### src/rtl/i2c_master_if.sv
// Command/response handshake and open-drain line signals of the I2C byte controller.
interface i2c_master_if;
    logic       cmd_valid;
    logic       cmd_ready;
    logic [1:0] cmd;
    logic [7:0] wdata;
    logic       rd_ack;
    logic       rsp_valid;
    logic [7:0] rdata;
    logic       nack;
    logic       busy;
    logic       scl_oe;
    logic       sda_oe;
    logic       scl_o;
    logic       sda_o;
    logic       scl_i;
    logic       sda_i;

    modport master (
        input  cmd_valid, cmd, wdata, rd_ack, scl_i, sda_i,
        output cmd_ready, rsp_valid, rdata, nack, busy, scl_oe, sda_oe, scl_o, sda_o
    );

    modport slave (
        output cmd_valid, cmd, wdata, rd_ack, scl_i, sda_i,
        input  cmd_ready, rsp_valid, rdata, nack, busy, scl_oe, sda_oe, scl_o, sda_o
    );
endinterface

### src/rtl/i2c_master.sv
// Byte-level I2C controller executing START / WRITE / READ / STOP commands on open-drain lines.
// Define I2C_MASTER_STRETCH_EN to let a responder stretch SCL during the high quarter (q1).
module i2c_master #(
    parameter int unsigned CLKDIV = 4
) (
    input  logic         clk,
    input  logic         rst_n,
    i2c_master_if.master bus
);
    typedef enum logic [2:0] {
        S_IDLE  = 3'd0,
        S_START = 3'd1,
        S_BIT   = 3'd2,
        S_ACK   = 3'd3,
        S_STOP  = 3'd4,
        S_DONE  = 3'd5
    } state_t;

    localparam logic [1:0]  CMD_START = 2'b00;
    localparam logic [1:0]  CMD_WRITE = 2'b01;
    localparam logic [1:0]  CMD_READ  = 2'b10;
    localparam logic [1:0]  CMD_STOP  = 2'b11;
    localparam logic [15:0] CNT_LAST  = 16'(CLKDIV - 1);

    state_t      state_q, state_d;
    logic [15:0] cnt_q, cnt_d;
    logic [1:0]  qtr_q, qtr_d;
    logic [2:0]  bit_q, bit_d;
    logic [7:0]  sh_q, sh_d;
    logic [1:0]  cmd_q, cmd_d;
    logic        rd_ack_q, rd_ack_d;
    logic        ack_q, ack_d;
    logic        busy_q, busy_d;
    logic        cmd_ready_q, cmd_ready_d;
    logic        rsp_valid_q, rsp_valid_d;
    logic [7:0]  rdata_q, rdata_d;
    logic        nack_q, nack_d;
    logic        scl_oe_q, scl_oe_d;
    logic        sda_oe_q, sda_oe_d;

    logic accept_s;
    logic running_s;
    logic hold_s;
    logic tick_s;
    logic last_qtr_s;

    assign accept_s  = bus.cmd_valid & cmd_ready_q;
    assign running_s = (state_q == S_START) | (state_q == S_BIT) |
                       (state_q == S_ACK)   | (state_q == S_STOP);
`ifdef I2C_MASTER_STRETCH_EN
    // While the responder keeps SCL low in q1 the quarter counter stays at zero.
    assign hold_s = running_s & (qtr_q == 2'd1) & ~bus.scl_i;
`else
    assign hold_s = 1'b0;
`endif
    assign tick_s     = running_s & ~hold_s & (cnt_q == CNT_LAST);
    assign last_qtr_s = tick_s & (qtr_q == 2'd3);

    assign bus.cmd_ready = cmd_ready_q;
    assign bus.rsp_valid = rsp_valid_q;
    assign bus.rdata     = rdata_q;
    assign bus.nack      = nack_q;
    assign bus.busy      = busy_q;
    assign bus.scl_oe    = scl_oe_q;
    assign bus.sda_oe    = sda_oe_q;
    assign bus.scl_o     = 1'b0;
    assign bus.sda_o     = 1'b0;

    // State, datapath and output registers.
    always_ff @(posedge clk or negedge rst_n) begin
        if (!rst_n) begin
            state_q     <= S_IDLE;
            cnt_q       <= 16'd0;
            qtr_q       <= 2'd0;
            bit_q       <= 3'd0;
            sh_q        <= 8'h00;
            cmd_q       <= 2'b00;
            rd_ack_q    <= 1'b0;
            ack_q       <= 1'b0;
            busy_q      <= 1'b0;
            cmd_ready_q <= 1'b1;
            rsp_valid_q <= 1'b0;
            rdata_q     <= 8'h00;
            nack_q      <= 1'b0;
            scl_oe_q    <= 1'b0;
            sda_oe_q    <= 1'b0;
        end else begin
            state_q     <= state_d;
            cnt_q       <= cnt_d;
            qtr_q       <= qtr_d;
            bit_q       <= bit_d;
            sh_q        <= sh_d;
            cmd_q       <= cmd_d;
            rd_ack_q    <= rd_ack_d;
            ack_q       <= ack_d;
            busy_q      <= busy_d;
            cmd_ready_q <= cmd_ready_d;
            rsp_valid_q <= rsp_valid_d;
            rdata_q     <= rdata_d;
            nack_q      <= nack_d;
            scl_oe_q    <= scl_oe_d;
            sda_oe_q    <= sda_oe_d;
        end
    end

    // Next-state logic; bus commands without bus ownership finish immediately.
    always_comb begin
        state_d = state_q;
        case (state_q)
            S_IDLE, S_DONE: begin
                if (accept_s) begin
                    case (bus.cmd)
                        CMD_START: state_d = S_START;
                        CMD_WRITE: state_d = busy_q ? S_BIT : S_DONE;
                        CMD_READ:  state_d = busy_q ? S_BIT : S_DONE;
                        CMD_STOP:  state_d = busy_q ? S_STOP : S_DONE;
                        default:   state_d = S_DONE;
                    endcase
                end else begin
                    state_d = S_IDLE;
                end
            end
            S_START, S_ACK, S_STOP: begin
                if (last_qtr_s) begin
                    state_d = S_DONE;
                end else begin
                    state_d = state_q;
                end
            end
            S_BIT: begin
                if (last_qtr_s && (bit_q == 3'd7)) begin
                    state_d = S_ACK;
                end else begin
                    state_d = state_q;
                end
            end
            default: state_d = S_IDLE;
        endcase
    end

    // Quarter/bit sequencing, shift register and line sampling.
    always_comb begin
        cnt_d    = cnt_q;
        qtr_d    = qtr_q;
        bit_d    = bit_q;
        sh_d     = sh_q;
        cmd_d    = cmd_q;
        rd_ack_d = rd_ack_q;
        ack_d    = ack_q;
        busy_d   = busy_q;
        if (accept_s) begin
            cnt_d    = 16'd0;
            qtr_d    = 2'd0;
            bit_d    = 3'd0;
            cmd_d    = bus.cmd;
            rd_ack_d = bus.rd_ack;
            sh_d     = (bus.cmd == CMD_WRITE) ? bus.wdata : 8'h00;
        end else if (running_s) begin
            cnt_d = (tick_s || hold_s) ? 16'd0 : (cnt_q + 16'd1);
            if (tick_s) begin
                qtr_d = qtr_q + 2'd1;
                if ((qtr_q == 2'd2) && (state_q == S_BIT)) begin
                    sh_d = {sh_q[6:0], bus.sda_i};
                end else if ((qtr_q == 2'd2) && (state_q == S_ACK)) begin
                    ack_d = bus.sda_i;
                end else begin
                    sh_d = sh_q;
                end
                bit_d = ((qtr_q == 2'd3) && (state_q == S_BIT)) ? (bit_q + 3'd1) : bit_q;
            end else begin
                qtr_d = qtr_q;
            end
            if (last_qtr_s && (state_q == S_START)) begin
                busy_d = 1'b1;
            end else if (last_qtr_s && (state_q == S_STOP)) begin
                busy_d = 1'b0;
            end else begin
                busy_d = busy_q;
            end
        end else begin
            cnt_d = 16'd0;
        end
    end

    // Output next values: handshake/response plus SCL/SDA levels at each quarter entry.
    always_comb begin
        cmd_ready_d = cmd_ready_q;
        rsp_valid_d = 1'b0;
        nack_d      = nack_q;
        rdata_d     = rdata_q;
        scl_oe_d    = scl_oe_q;
        sda_oe_d    = sda_oe_q;
        if (state_d == S_DONE) begin
            cmd_ready_d = 1'b1;
            rsp_valid_d = 1'b1;
            if (!running_s) begin
                nack_d = 1'b1;
            end else if ((state_q == S_ACK) && (cmd_q == CMD_WRITE)) begin
                nack_d = ack_q;
            end else begin
                nack_d = 1'b0;
            end
            if ((state_q == S_ACK) && (cmd_q == CMD_READ)) begin
                rdata_d = sh_q;
            end else begin
                rdata_d = rdata_q;
            end
        end else if (accept_s) begin
            cmd_ready_d = 1'b0;
        end else begin
            cmd_ready_d = cmd_ready_q;
        end

        if (accept_s || tick_s) begin
            case (state_d)
                S_START: begin
                    case (qtr_d)
                        2'd0:    sda_oe_d = 1'b0;
                        2'd1:    begin scl_oe_d = 1'b0; sda_oe_d = 1'b0; end
                        2'd2:    begin scl_oe_d = 1'b0; sda_oe_d = 1'b1; end
                        default: begin scl_oe_d = 1'b1; sda_oe_d = 1'b1; end
                    endcase
                end
                S_BIT, S_ACK: begin
                    case (qtr_d)
                        2'd0: begin
                            scl_oe_d = 1'b1;
                            if (state_d == S_ACK) begin
                                sda_oe_d = (cmd_d == CMD_READ) ? rd_ack_d : 1'b0;
                            end else begin
                                sda_oe_d = (cmd_d == CMD_WRITE) ? ~sh_d[7] : 1'b0;
                            end
                        end
                        2'd1:    scl_oe_d = 1'b0;
                        2'd2:    scl_oe_d = 1'b0;
                        default: scl_oe_d = 1'b1;
                    endcase
                end
                S_STOP: begin
                    case (qtr_d)
                        2'd0:    begin scl_oe_d = 1'b1; sda_oe_d = 1'b1; end
                        2'd1:    scl_oe_d = 1'b0;
                        2'd2:    scl_oe_d = 1'b0;
                        default: begin scl_oe_d = 1'b0; sda_oe_d = 1'b0; end
                    endcase
                end
                default: begin
                    scl_oe_d = scl_oe_q;
                    sda_oe_d = sda_oe_q;
                end
            endcase
        end else begin
            scl_oe_d = scl_oe_q;
            sda_oe_d = sda_oe_q;
        end
    end
endmodule
### src/flat_wrapper.sv
// flat-port wrapper written by rule: the top's interface ports become plain ports
module i2c_master_flat 
#(
    parameter int unsigned CLKDIV = 4
)
  (clk, rst_n, bus_cmd_valid, bus_cmd, bus_wdata, bus_rd_ack, bus_scl_i, bus_sda_i, bus_cmd_ready, bus_rsp_valid, bus_rdata, bus_nack, bus_busy, bus_scl_oe, bus_sda_oe, bus_scl_o, bus_sda_o);
  i2c_master_if bus_i ();
  input  logic clk;
  input  logic rst_n;
  input wire logic [$bits(bus_i.cmd_valid)-1:0] bus_cmd_valid;
  input wire logic [$bits(bus_i.cmd)-1:0] bus_cmd;
  input wire logic [$bits(bus_i.wdata)-1:0] bus_wdata;
  input wire logic [$bits(bus_i.rd_ack)-1:0] bus_rd_ack;
  input wire logic [$bits(bus_i.scl_i)-1:0] bus_scl_i;
  input wire logic [$bits(bus_i.sda_i)-1:0] bus_sda_i;
  output wire logic [$bits(bus_i.cmd_ready)-1:0] bus_cmd_ready;
  output wire logic [$bits(bus_i.rsp_valid)-1:0] bus_rsp_valid;
  output wire logic [$bits(bus_i.rdata)-1:0] bus_rdata;
  output wire logic [$bits(bus_i.nack)-1:0] bus_nack;
  output wire logic [$bits(bus_i.busy)-1:0] bus_busy;
  output wire logic [$bits(bus_i.scl_oe)-1:0] bus_scl_oe;
  output wire logic [$bits(bus_i.sda_oe)-1:0] bus_sda_oe;
  output wire logic [$bits(bus_i.scl_o)-1:0] bus_scl_o;
  output wire logic [$bits(bus_i.sda_o)-1:0] bus_sda_o;
  assign bus_i.cmd_valid = bus_cmd_valid;
  assign bus_i.cmd = bus_cmd;
  assign bus_i.wdata = bus_wdata;
  assign bus_i.rd_ack = bus_rd_ack;
  assign bus_i.scl_i = bus_scl_i;
  assign bus_i.sda_i = bus_sda_i;
  assign bus_cmd_ready = bus_i.cmd_ready;
  assign bus_rsp_valid = bus_i.rsp_valid;
  assign bus_rdata = bus_i.rdata;
  assign bus_nack = bus_i.nack;
  assign bus_busy = bus_i.busy;
  assign bus_scl_oe = bus_i.scl_oe;
  assign bus_sda_oe = bus_i.sda_oe;
  assign bus_scl_o = bus_i.scl_o;
  assign bus_sda_o = bus_i.sda_o;
  i2c_master #(.CLKDIV(CLKDIV)) u_core (.clk(clk), .rst_n(rst_n), .bus(bus_i));
endmodule
### config.mk
export PLATFORM = sky130hd
export DESIGN_NAME = i2c_master_flat
export DESIGN_NICKNAME = d
export VERILOG_FILES = /design/src/rtl/i2c_master_if.sv /design/src/rtl/i2c_master.sv /design/src/flat_wrapper.sv
export SDC_FILE = /design/constraint.sdc
export NUM_CORES = 1
export LEC_CHECK = 0
export ABC_AREA = 1
export CORE_ASPECT_RATIO = 1.75
export CORE_MARGIN = 4
export CORE_UTILIZATION = 35
export CTS_CLUSTER_DIAMETER = 80
export DETAILED_ROUTE_END_ITERATION = 10
export SLEW_MARGIN = 10
export SYNTH_ARGS = -nofsm -noshare
export SYNTH_HDL_FRONTEND = slang
export SYNTH_SLANG_ARGS = --single-unit
### constraint.sdc
create_clock -name clk -period 5.5 [get_ports clk]
set_input_delay 0.55 -clock clk [delete_from_list [all_inputs] [get_ports clk]]
set_output_delay 0.55 -clock clk [all_outputs]
set_load 0.02 [all_outputs]
Word-level counts from Yosys, hierarchy flattened --
Cells that the tools add are included.
Operators by class: bitwise gates (word level) 9, equality and inequality tests 26, multiplexer cells 42, add/sub/neg operators 3, reductions and logical operators 32
Operators by type and width (count):
- 16-bit 2-to-1 mux | 3
- 8-bit 2-to-1 mux | 5
- 3-bit 2-to-1 mux | 8
- 3-bit case mux with 3 select lines | 2
- 16-bit by 1-bit adder with 16-bit output, second input constant | 1
- 16-bit by 2-bit equality test with 1-bit output, second input constant | 1
- 1-bit 2-to-1 mux | 16
- 3-bit equality test, second input constant | 5
- 2-bit equality test, second input constant | 7
- 3-bit by 2-bit equality test with 1-bit output, second input constant | 4
- 3-bit AND reduction | 4
- 2-bit nonzero test | 6
- 2-bit OR reduction | 5
- 2-bit by 1-bit equality test with 1-bit output, second input constant | 4
- 1-bit logical AND | 8
- 2-bit 2-to-1 mux | 4
- 3-bit by 1-bit equality test with 1-bit output, second input constant | 2
- 1-bit case mux with 3 select lines | 2
- 5-bit AND reduction | 1
- 2-bit zero test | 2
- 2-bit != test, second input constant | 2
- 1-bit case mux with 2 select lines | 2
- 4-bit AND reduction | 1
- 3-bit by 1-bit adder with 3-bit output, second input constant | 1
- 10 further kinds | 16
Storage, ports and cells: output and inout bits 16, input port bits 16, register bits after elaboration 50

Depth between registers and ports, before layout --
Gate-level depths: netlist (run 1).
word-level depth 13, mapped depth 16, mapped depth without buffers 16

Least setup slack after synthesis (run 1) --
OpenSTA, ideal clock, no wires.
path type register to register, start point register u_core.cnt_q[0], end point register u_core.sda_oe_q (netlist: u_core.bus.sda_oe), required time 5384 ps, buffers on the path 0, clock period less this slack 2115 ps, cell stages (with the launch flop) 13, data arrival time 1999 ps, slack 3385 ps, path through dfrtp_1 ha_1 nand2_1 nor2_1 nand3_1 inv_1 o21ai_0 or2_2 ha_1 a21oi_1 nand3_1 nand2_1 nand2_1
Between the ends: word-level cells in the longest chain between the ends 10, elaborated cells between the ends (all ways) 35, those cells by class eq/ne: 9; mux: 15; bitwise: 3; reduce/logical: 8
RTL lines:
- from (decl) | RTL line i2c_master.sv:26 | logic [15:0] cnt_q, cnt_d;
- from (signal assigned) | RTL line i2c_master.sv:89 | cnt_q <= cnt_d;
- 16-bit by 2-bit equality test with 1-bit output * | RTL line i2c_master.sv:56 | assign tick_s = running_s & ~hold_s & (cnt_q == CNT_LAST);
- 1-bit bitwise AND * | RTL line i2c_master.sv:56
- 1-bit bitwise AND / 8-bit 2-to-1 mux (equally long branches) | RTL line i2c_master.sv:57, i2c_master.sv:160
- 1-bit logical AND / 8-bit 2-to-1 mux (equally long branches) | RTL line i2c_master.sv:131, i2c_master.sv:158
- 3-bit 2-to-1 mux / 8-bit 2-to-1 mux (equally long branches) | RTL line i2c_master.sv:131, i2c_master.sv:151
- 3-bit case mux with 3 select lines / 1-bit inverter (equally long branches) | RTL line i2c_master.sv:109, i2c_master.sv:231
- 3-bit by 2-bit equality test with 1-bit output, or another cell as far along | RTL line i2c_master.sv:215, i2c_master.sv:228
- 1-bit 2-to-1 mux / 2-bit OR reduction (equally long branches) | RTL line i2c_master.sv:228, i2c_master.sv:215
- 1-bit 2-to-1 mux, or another cell as far along | RTL line i2c_master.sv:225 | case (qtr_d)
- 1-bit case mux with 3 select lines / 4-bit AND reduction (equally long branches)
- to (signal assigned) | RTL line i2c_master.sv:102 | sda_oe_q <= sda_oe_d;
- to (decl) | RTL line i2c_master.sv:39 | logic sda_oe_q, sda_oe_d;
Mark *: on every way between the ends. The rest lies on a longest branch, timed or not. The select of a mux whose other input is x is not followed. A chain may end at the register's enable or synchronous reset.

Worst setup path in the final report (run 1) --
start point input port bus_cmd_valid, end point register u_core.rdata_q[5] (netlist: u_core.bus.rdata[5])
Between the ends: word-level cells in the longest chain between the ends 5
RTL lines:
- from (decl) | RTL line flat_wrapper.sv:10 | input wire logic [$bits(bus_i.cmd_valid)-1:0] bus_cmd_valid;
- 1-bit bitwise AND | RTL line i2c_master.sv:47 | assign accept_s = bus.cmd_valid & cmd_ready_q;
- 3-bit 2-to-1 mux | RTL line i2c_master.sv:111 | if (accept_s) begin
- 3-bit case mux with 3 select lines | RTL line i2c_master.sv:109 | case (state_q)
- 3-bit equality test | RTL line i2c_master.sv:193 | if (state_d == S_DONE) begin
- 2-bit AND reduction (no source line)
- to (signal assigned) | RTL line i2c_master.sv:99 | rdata_q <= rdata_d;
- to (decl) | RTL line i2c_master.sv:36 | logic [7:0] rdata_q, rdata_d;
Every way passes these cells.

==> flow_summary.json, run 1 <==
{
  "finClkSkew_ns": 0.00256,
  "cts-resized-gates": 0,
  "clockBufferDepth": 2,
  "n_antenna_cell": 0,
  "p_per_area_mw_per_mm2": 225,
  "p_leak_nw": 1.60,
  "rr_endpoint": "u_core.bus.rdata[5]",
  "worstHoldPathType": "primary input to async pin",
  "synth_fa_ha_area_share_pct": 4.40,
  "synth_top_family_by_area": "simple AND/OR/NAND/NOR gates",
  "fin_cells": 478,
  "die_h_um": 127,
  "synth-warning-count": 0,
  "grt_use_met2_pct": 27.1,
  "cpMostUsedCell": "nand2_1",
  "synth_xor_area_share_pct": 0.615,
  "cts_tree": "done",
  "slowest_delay_ns": 0.48,
  "clock_latency_ns": 0.29,
  "critical_path_class": "primary input to register",
  "antenna_found_initial": 0,
  "row_count": 43,
  "maxCapViolations": 0,
  "vias": 2347,
  "core_mm2": 0.00791,
  "setup_viol": 0,
  "arrival_ns": 2.90,
  "synth_top_area_share_pct": 43.1,
  "fin_crit_sh_pct": 49.6,
  "pwr-share-comb_pct": 7.5,
  "seq_area_frac_synth_pct": 44.0,
  "reg2reg_from": "u_core.bus.cmd_ready",
  "area_growth_pct": 17.9,
  "synth_edf_count": 0,
  "grt_first_pass_wirelength_um": 11100,
  "numCtsBuffers": 5,
  "rsz0062_at_grt": "no",
  "synth_cells": 356,
  "fin_tns_setup_ns": 0,
  "synth-simple-area-share_pct": 29.2,
  "die_area_mm2": 0.00970,
  "dp_hpwl_um": 4770,
  "worstSetupEndpointType": "register",
  "finalWirelength_um": 6180,
  "drc": 0,
  "cp_slowest_cell": "clkdlybuf4s50_1",
  "netSwitchingFraction_pct": 22.7,
  "period_needed_ns": 2.73,
  "ys.flop_type": "dfrtp_1",
  "grt_util_met1_pct": 14.0,
  "grt.overflow.total": 0,
  "clockPowerShare_pct": 41.2,
  "cts_sinks": 50,
  "utilization_pct": 42.4,
  "grtUsageMet3_pct": 2.47,
  "async_reset_ff_share_pct": 100,
  "ctsHtreeMaxLevel": 2,
  "wl_per_cell_um": 12.9,
  "max_freq_mhz": 367,
  "nets": 413,
  "ff2ff_path_depth": 9,
  "grt.busiest_layer": "met2",
  "clockRootBuffer": "clkbuf_16",
  "first_pass_iters": 4,
  "worstMarginPinSlew_ns": 0.722,
  "dp.cells": 470,
  "finalPower_w": 0.000754,
  "num-fill-cells": 801,
  "slew_violations": 0,
  "yosysTopAreaCell": "dfrtp_1",
  "path_max_fanout": 21,
  "grt_pass1_vias": 2449,
  "final_hold_viol_count": 0,
  "vdd_drop_max_v": 0.000235,
  "cts_setup_buffers": 0,
  "regToRegSetupSlack_ns": 2.99,
  "cts.clk_slew.worst_paths_ns": 0.06,
  "grtUsageTotal_pct": 14.0,
  "syn-mean-instance-area_um2": 8.00,
  "gp_congestion": 0.874,
  "synthesis.area_mm2": 0.00285,
  "crit_chain": "clkdlybuf4s50_1 -> nand2_1 -> nor2_2 -> inv_1 -> nor2_1 -> a21oi_1 -> nor2_4 -> nand4_4 -> nand2_1 -> o21ai_2",
  "cts_hold_buf": 0,
  "yosys-top-cells-area": "dfrtp_1 43%, nand2_1 10%, inv_1 6.3%",
  "vias_per_cell": 4.91,
  "relSlewSlack_pct": 51.8,
  "switching_power_w": 0.000171,
  "io_buffer_count": 28,
  "status": "finished, final reports clean",
  "antenna_left": 0,
  "synth_compound_area_share_pct": 12.9,
  "cp.required_ns": 5.68,
  "drtIter0Drc": 129,
  "start_util_pct": 36.0,
  "synthMuxAreaShare_pct": 0.352,
  "drive_gt1_share_pct": 11.3,
  "cp-start-kind": "primary input",
  "die_x_um": 76.2,
  "synth_seq_cells": 50,
  "p_int_w": 0.000583,
  "grt_max_degree": 51,
  "boundaryPins": 32,
  "synth_cell_types": 38,
  "seqPwrFrac_pct": 51.3
}
## layer usage
layer	up-vias	part of all wire (%)	routed length [um]
met3	13	3.0	188
met5	-	0	0
met4	0	3.0	187
met1	1093	38	2360
li1	1204	-	-
met2	37	56	3450
## per-stage QoR
step / instance area [um2] / hold slack (ns) / worst slack (ns)
after floorplan: 2850 / 0.254 / 3.38
after global placement: 3210 / 0.458 / 2.46
after detailed placement: 3210 / 0.467 / 2.44
after CTS: 3360 / 0.393 / 2.74
after global routing: 3360 / 0.436 / 2.51
final: 3360 / 0.349 / 2.77
## worst max-delay path: cells and delay by family
family / cells / cell delay, ns
buffers and inverters: 2 / 0.54
AND/OR/NAND/NOR: 6 / 1.62
AO/OA/AOI/OAI: 2 / 0.19
## layout by cell type (no fill, tap or decap), types with 4 or more instances in the layout
master	netlist	routed
nand2_1	76	76
dfrtp_1	49	49
inv_1	48	48
nor2_1	47	47
clkdlybuf4s50_1	0	27
nand3_1	23	23
a21oi_1	17	17
o21ai_0	16	16
ha_1	10	10
o21ai_2	9	9
inv_2	6	6
nand4_1	6	6
a221oi_1	6	6
clkbuf_16	0	5
nand2_2	4	4
## cell families (layout without fill, tap and decap cells)
group / Yosys count / count (layout)
xor+xnor: 2 / 2
other cells: 1 / 2
fa+ha+maj: 10 / 10
buf+inv: 60 / 91
mux: 1 / 1
flops: 50 / 50
compound gates: 57 / 57
simple gates: 175 / 175
## cell usage after synthesis, types with 2 or more instances
master and n:
inv_1 48, ha_1 10, clkbuf_1 3, nor3_1 2, nand2_2 4, nand3_4 2, a21oi_1 17, nand2_4 2
inv_2 6, nand2_1 76, nand4_1 6, a221oi_1 6, o21a_1 3, o21ai_2 9, dfrtp_1 49, o21ai_1 2
nand3_1 23, xor2_1 2, o21ai_0 16, buf_4 2, nor2_1 47, nor2_2 3, nor2_4 3
## registers in the layout, indices dropped and copies added (netlist names)
register	count
u_core.sh_q	8
u_core.ack_q	1
u_core.bus.rdata	8
u_core.bus.sda_oe	1
u_core.rd_ack_q	1
u_core.bus.scl_oe	1
u_core.bit_q	3
u_core.bus.busy	1
u_core.cnt_q	16
u_core.bus.rsp_valid	1
u_core.bus.nack	1
u_core.bus.cmd_ready	1
u_core.qtr_q	2
u_core.cmd_q	2
u_core.state_q	3
## worst max-delay path by stage
| stage | from | end | slack, ns | depth (start not counted) |
|---|---|---|---|---|
| 6_report | bus_cmd_valid | u_core.bus.rdata[5] | 2.77 | 10 |
| 5_1_grt | bus_cmd_valid | u_core.bus.rdata[5] | 2.51 | 10 |
| 4_1_cts | bus_cmd_valid | u_core.bus.rdata[5] | 2.74 | 10 |
| 3_5_place_dp | bus_cmd_valid | u_core.bus.rdata[5] | 2.44 | 10 |
| 3_3_place_gp | bus_cmd_valid | u_core.bus.rdata[0] | 2.46 | 10 |
| 2_1_floorplan | u_core.cnt_q[0] | u_core.bus.sda_oe | 3.38 | 12 |
## power groups by stage
stage / logic [W] / registers, W / clock network [W]
6_report: 0.0000568 / 0.000387 / 0.000310
5_1_grt: 0.0000662 / 0.000388 / 0.000341
3_3_place_gp: 0.0000569 / 0.000393 / 0
3_5_place_dp: 0.0000582 / 0.000393 / 0
4_1_cts: 0.0000585 / 0.000387 / 0.000323
2_1_floorplan: 0.0000324 / 0.000392 / 0
## layout make-up
type	count	area, um2	area share [%]
flip-flops and latches	50	1250	37.3
inverters	54	203	6.04
repair buffers	29	283	8.43
multi-input cells	247	1360	40.5
clock buffers	7	143	4.25
well taps	90	113	3.36
clock inverters	1	5.00	0.149
Power figures use the tool's default switching activity.
==> inputs of run 2 (changes only) <==
Clock period 5.5 ns to 2.3 ns, I/O delays scaled along.
==> flow_summary.json, run 2 (same netlist as run 1, synthesis figures left out) <==
{
  "status": "finished, final reports clean",
  "n_antenna_cell": 0,
  "wl_per_cell_um": 12.8,
  "vias": 2477,
  "clockBufferDepth": 2,
  "vdd_drop_max_v": 0.000481,
  "first_pass_iters": 5,
  "cp_slowest_cell": "dfrtp_1",
  "worstHoldPathType": "primary input to async pin",
  "die_area_mm2": 0.00970,
  "slowest_delay_ns": 0.42,
  "utilization_pct": 45.5,
  "setup_viol": 0,
  "slew_violations": 0,
  "period_needed_ns": 2.20,
  "drive_gt1_share_pct": 18.5,
  "ctsHtreeMaxLevel": 2,
  "dpl_worst_slack_ns": -0.0409,
  "io_buffer_count": 28,
  "crit_chain": "nor2_1 -> nand2_1 -> nor2_2 -> nand3_2 -> inv_1 -> o21ai_0 -> or2_2 -> ha_1 -> a21oi_1 -> nand3_1 -> nand2_1 -> nand2_1",
  "clockRootBuffer": "clkbuf_16",
  "grt_max_degree": 32,
  "clock_latency_ns": 0.29,
  "gp_congestion": 0.840,
  "nets": 443,
  "die_x_um": 76.2,
  "fin_crit_sh_pct": 95.5,
  "drc": 0,
  "grt_pass1_vias": 2503,
  "final_hold_viol_count": 0,
  "finalPower_w": 0.00177,
  "regArea_mm2": 0.00125,
  "finClkSkew_ns": 0.00457,
  "critical_path_class": "register to register",
  "maxCapViolations": 0,
  "cp-start-kind": "register",
  "finalWirelength_um": 6500,
  "cp.required_ns": 2.48,
  "die_h_um": 127,
  "cpMostUsedCell": "nand2_1",
  "area_growth_pct": 26.4,
  "cts_tree": "done",
  "worstSetupEndpointType": "register",
  "grt.overflow.total": 0,
  "boundaryPins": 32,
  "grt_first_pass_wirelength_um": 11200,
  "timing.critical_path.buf_inv": 1,
  "path_max_fanout": 4,
  "grtUsageTotal_pct": 14.1,
  "cts_sinks": 50,
  "arrival_ns": 2.38,
  "final_common_cell": "nand2_1",
  "layout_common_cells": "76 x nand2_1, 49 x dfrtp_1, 48 x inv_1, 43 x nor2_1, 29 x buf_4",
  "largest_register_ffs": 16,
  "antenna_found_initial": 0,
  "top_register": "u_core.cnt_q",
  "num-fill-cells": 799,
  "cts.clk_slew.worst_paths_ns": 0.06,
  "antenna_left": 0,
  "crit_family": "simple AND/OR/NAND/NOR gates",
  "start_util_pct": 36.0,
  "row_count": 43,
  "p_leak_nw": 1.75,
  "core_mm2": 0.00791,
  "setup_slack_ns": 0.103,
  "dp_hpwl_um": 5140,
  "numCtsBuffers": 5,
  "p_per_area_mw_per_mm2": 492,
  "max_freq_mhz": 455,
  "vias_per_cell": 4.89,
  "drtIter0Drc": 53,
  "multi_input_area_mm2": 0.00138
}
[run 2: cell count changes in the layout (fill, tap and decap cells not counted), moves of 2 or more]
cell,previous run,this run
buf_4,1,29
nor2_1,47,43
nor2_2,3,7
o21ai_0,16,14
o21ai_1,2,4
[run 2: timing repair]
item	4_1_cts	5_1_grt
endpoints found under the hold margin	18	0
hold buffers	1	0
resized for setup	2	6
setup buffers	0	3
endpoints found under the setup margin	2	2
pin swaps	0	2
[run 2: worst paths after layout]
path | cells after the start | end | slack (ns) | from
max reg2reg | 12 | u_core.bus.sda_oe | 0.10 | u_core.cnt_q[4]
max | 12 | u_core.bus.sda_oe | 0.10 | u_core.cnt_q[4]
min reg2reg | 2 | u_core.bit_q[1] | 0.48 | u_core.bit_q[1]
max in group asynchronous | 3 | u_core.rd_ack_q | 1.46 | rst_n
min in group clk | 2 | u_core.bit_q[1] | 0.48 | u_core.bit_q[1]
min | 2 | u_core.cnt_q[3] | 0.26 | rst_n
[run 2: area by class of cell]
cell class	count	area share (%)
inverter	54	5.63
timing repair buffer	59	14.5
sequential	50	34.8
clock buffer	7	3.69
multi-input combinational	247	38.2
tap	90	3.13
[run 2: stage by stage]
stage	instances	setup TNS, ns	hold WS [ns]	area (um2)
finish	507	0	0.265	3600
global route	507	-0.0176	0.268	3600
CTS	504	0	0.261	3570
detailed placement	496	-0.218	0.0233	3420
global placement	496	-0.00454	0.0272	3420
floorplan	357	0	-0.0656	2850
[run 2: where the power goes]
part           internal, W  switching [W]
logic            0.0000650      0.0000842
registers         0.000907      0.0000176
clock network     0.000398       0.000299
total              0.00137       0.000401
[run 2: worst reg2reg max path, stage by stage (launching register included)]
cell	delay, ns
dfrtp_1	0.42
nor2_1	0.12
nand2_1	0.09
nor2_2	0.17
nand3_2	0.14
inv_1	0.11
o21ai_0	0.07
or2_2	0.29
ha_1	0.32
a21oi_1	0.17
nand3_1	0.09
nand2_1	0.06
nand2_1	0.04
[run 2: layer usage]
| metal | vias to the layer above | share of wire (%) | GRT usage, % |
|---|---|---|---|
| met4 | 0 | 3.3 | 7.62 |
| met2 | 48 | 55 | 26.6 |
| met3 | 17 | 2.6 | 2.33 |
| met5 | - | 0 | 0 |
| met1 | 1146 | 39 | 14.6 |
| li1 | 1266 | - | - |
==> inputs of run 3 (changes only) <==
Settings changed: CAP_MARGIN set to 20, CORE_MARGIN 4 to unset.
Clock period 2.3 ns to 2.25 ns, I/O delays scaled along.
==> flow_summary.json, run 3 (same netlist as run 1, synthesis figures left out) <==
{
  "ctsHtreeMaxLevel": 2,
  "utilization_pct": 47.1,
  "timing.critical_path.buf_inv": 2,
  "final_common_cell": "nand2_1",
  "status": "finished, final reports clean",
  "dpl-instance-area_mm2": 0.00350,
  "gp_congestion": 0.889,
  "path_max_fanout": 5,
  "regToRegSetupSlack_ns": 0.16,
  "die_x_um": 70.2,
  "first_pass_iters": 4,
  "cts_sinks": 50,
  "cts.clk_slew.worst_paths_ns": 0.07,
  "vias": 2516,
  "finalWirelength_um": 6420,
  "grt.overflow.total": 0,
  "die_h_um": 121,
  "cts_tree": "done",
  "ff2ff_path_depth": 14,
  "period_needed_ns": 2.09,
  "reg2reg_from": "u_core.cnt_q[15]",
  "antenna_found_initial": 0,
  "cp_slowest_cell": "dfrtp_1",
  "wl_per_cell_um": 12.4,
  "die_area_mm2": 0.00851,
  "layout_common_cells": "75 x nand2_1, 49 x dfrtp_1, 47 x inv_1, 42 x nor2_1, 36 x buf_4",
  "grtUsageTotal_pct": 16.8,
  "area_growth_pct": 30.8,
  "p_leak_nw": 1.81,
  "grt_pass1_vias": 2498,
  "drc": 0,
  "top_register": "u_core.cnt_q",
  "vias_per_cell": 4.88,
  "rr_endpoint": "u_core.bus.sda_oe",
  "n_antenna_cell": 0,
  "crit_family": "simple AND/OR/NAND/NOR gates",
  "clockRootBuffer": "clkbuf_16",
  "grt_first_pass_wirelength_um": 11100,
  "relSlewSlack_pct": 59.0,
  "drtIter0Drc": 109,
  "final_hold_viol_count": 0,
  "cp.required_ns": 2.49,
  "slew_violations": 0,
  "slowest_delay_ns": 0.38,
  "hold_slack_ns": 0.476,
  "start_util_pct": 36.0,
  "nets": 451,
  "crit_chain": "nor2_1 -> nand2_1 -> nor2_2 -> nand3_4 -> inv_2 -> o21ai_0 -> or2_2 -> buf_4 -> ha_1 -> nor2_1 -> nand3_1 -> nand3_1 -> nand2_1 -> nand2_1",
  "clock_latency_ns": 0.29,
  "stdcell_area_mm2": 0.00372,
  "finClkSkew_ns": 0.00578,
  "setup_viol": 0,
  "rsz0062_at_grt": "yes",
  "arrival_ns": 2.33,
  "critical_path_class": "register to register",
  "num-fill-cells": 787,
  "fin_cells": 516,
  "worstHoldPathType": "primary input to async pin",
  "clockBufferDepth": 2,
  "boundaryPins": 32,
  "dp.cells": 506,
  "cp-start-kind": "register",
  "core_mm2": 0.00791,
  "p_per_area_mw_per_mm2": 503,
  "fin_crit_sh_pct": 93.0,
  "max_freq_mhz": 478,
  "cpMostUsedCell": "nand2_1",
  "vdd_drop_max_v": 0.000591,
  "drive_gt1_share_pct": 21.6,
  "numCtsBuffers": 5,
  "worstMarginPinSlew_ns": 0.615,
  "row_count": 43,
  "io_buffer_count": 28,
  "antenna_left": 0,
  "largest_register_ffs": 16,
  "grt_max_degree": 27,
  "dp_hpwl_um": 5040,
  "maxCapViolations": 0,
  "fin_tns_setup_ns": 0,
  "worstSetupEndpointType": "register"
}
==> run 3: metal layers <==
layer  global-route usage, %  routed length [um]  vias to the layer above
li1                        -                   -                     1281
met1                    16.6                2360                     1181
met2                    33.1                3710                       41
met3                    2.74                 150                       13
met4                    7.63                 193                        0
met5                       0                   0                        -
==> run 3: worst register-to-register path: stages (launching register included) <==
cell	delay [ns]
dfrtp_1	0.38
nor2_1	0.14
nand2_1	0.08
nor2_2	0.17
nand3_4	0.12
inv_2	0.08
o21ai_0	0.06
or2_2	0.31
buf_4	0.15
ha_1	0.17
nor2_1	0.11
nand3_1	0.09
nand3_1	0.08
nand2_1	0.06
nand2_1	0.05
==> run 3: timing repair <==
action | in CTS | in global routing
gates resized for setup | 2 | 11
hold endpoints to repair | 24 | 0
hold buffers | 1 | 0
pin swaps | 0 | 5
endpoints found under the setup margin | 2 | 12
buffers inserted | 0 | 1
==> run 3: worst max-delay path by stage <==
stage                           from                end  slack (ns)  cells past startpoint
floorplan            u_core.cnt_q[0]  u_core.bus.sda_oe        0.13                     12
global placement     u_core.cnt_q[3]  u_core.bus.sda_oe       -0.04                     12
detailed placement   u_core.cnt_q[3]  u_core.bus.sda_oe       -0.06                     12
CTS                  u_core.cnt_q[3]  u_core.bus.sda_oe       0.006                     12
global route        u_core.cnt_q[15]  u_core.bus.sda_oe       -0.09                     14
finish              u_core.cnt_q[15]  u_core.bus.sda_oe        0.16                     14
==> run 3: area by class of cell <==
cell class | instances | area (um2) | share of cell area, %
tap | 90 | 113 | 3.03
multi-input combinational | 247 | 1410 | 37.9
clock inverter | 1 | 5.00 | 0.134
timing repair buffer | 67 | 596 | 16.0
clock buffer | 7 | 143 | 3.83
sequential | 50 | 1250 | 33.6
inverter | 54 | 203 | 5.45
==> run 3: power by group <==
group / total (W) / internal (W) / switching (W) / leakage [nW]
Sequential: 0.000945 / 0.000927 / 0.0000179 / 0.670
Clock: 0.000767 / 0.000442 / 0.000326 / 0.0739
Combinational: 0.000160 / 0.0000717 / 0.0000884 / 1.06
Total: 0.00187 / 0.00144 / 0.000432 / 1.81
==> run 3: per-stage QoR <==
step                total power [W]  worst slack [ns]
floorplan                   0.00104             0.135
global placement            0.00111           -0.0388
detailed placement          0.00112           -0.0574
CTS                         0.00190           0.00568
global route                0.00195           -0.0891
finish                      0.00187             0.157
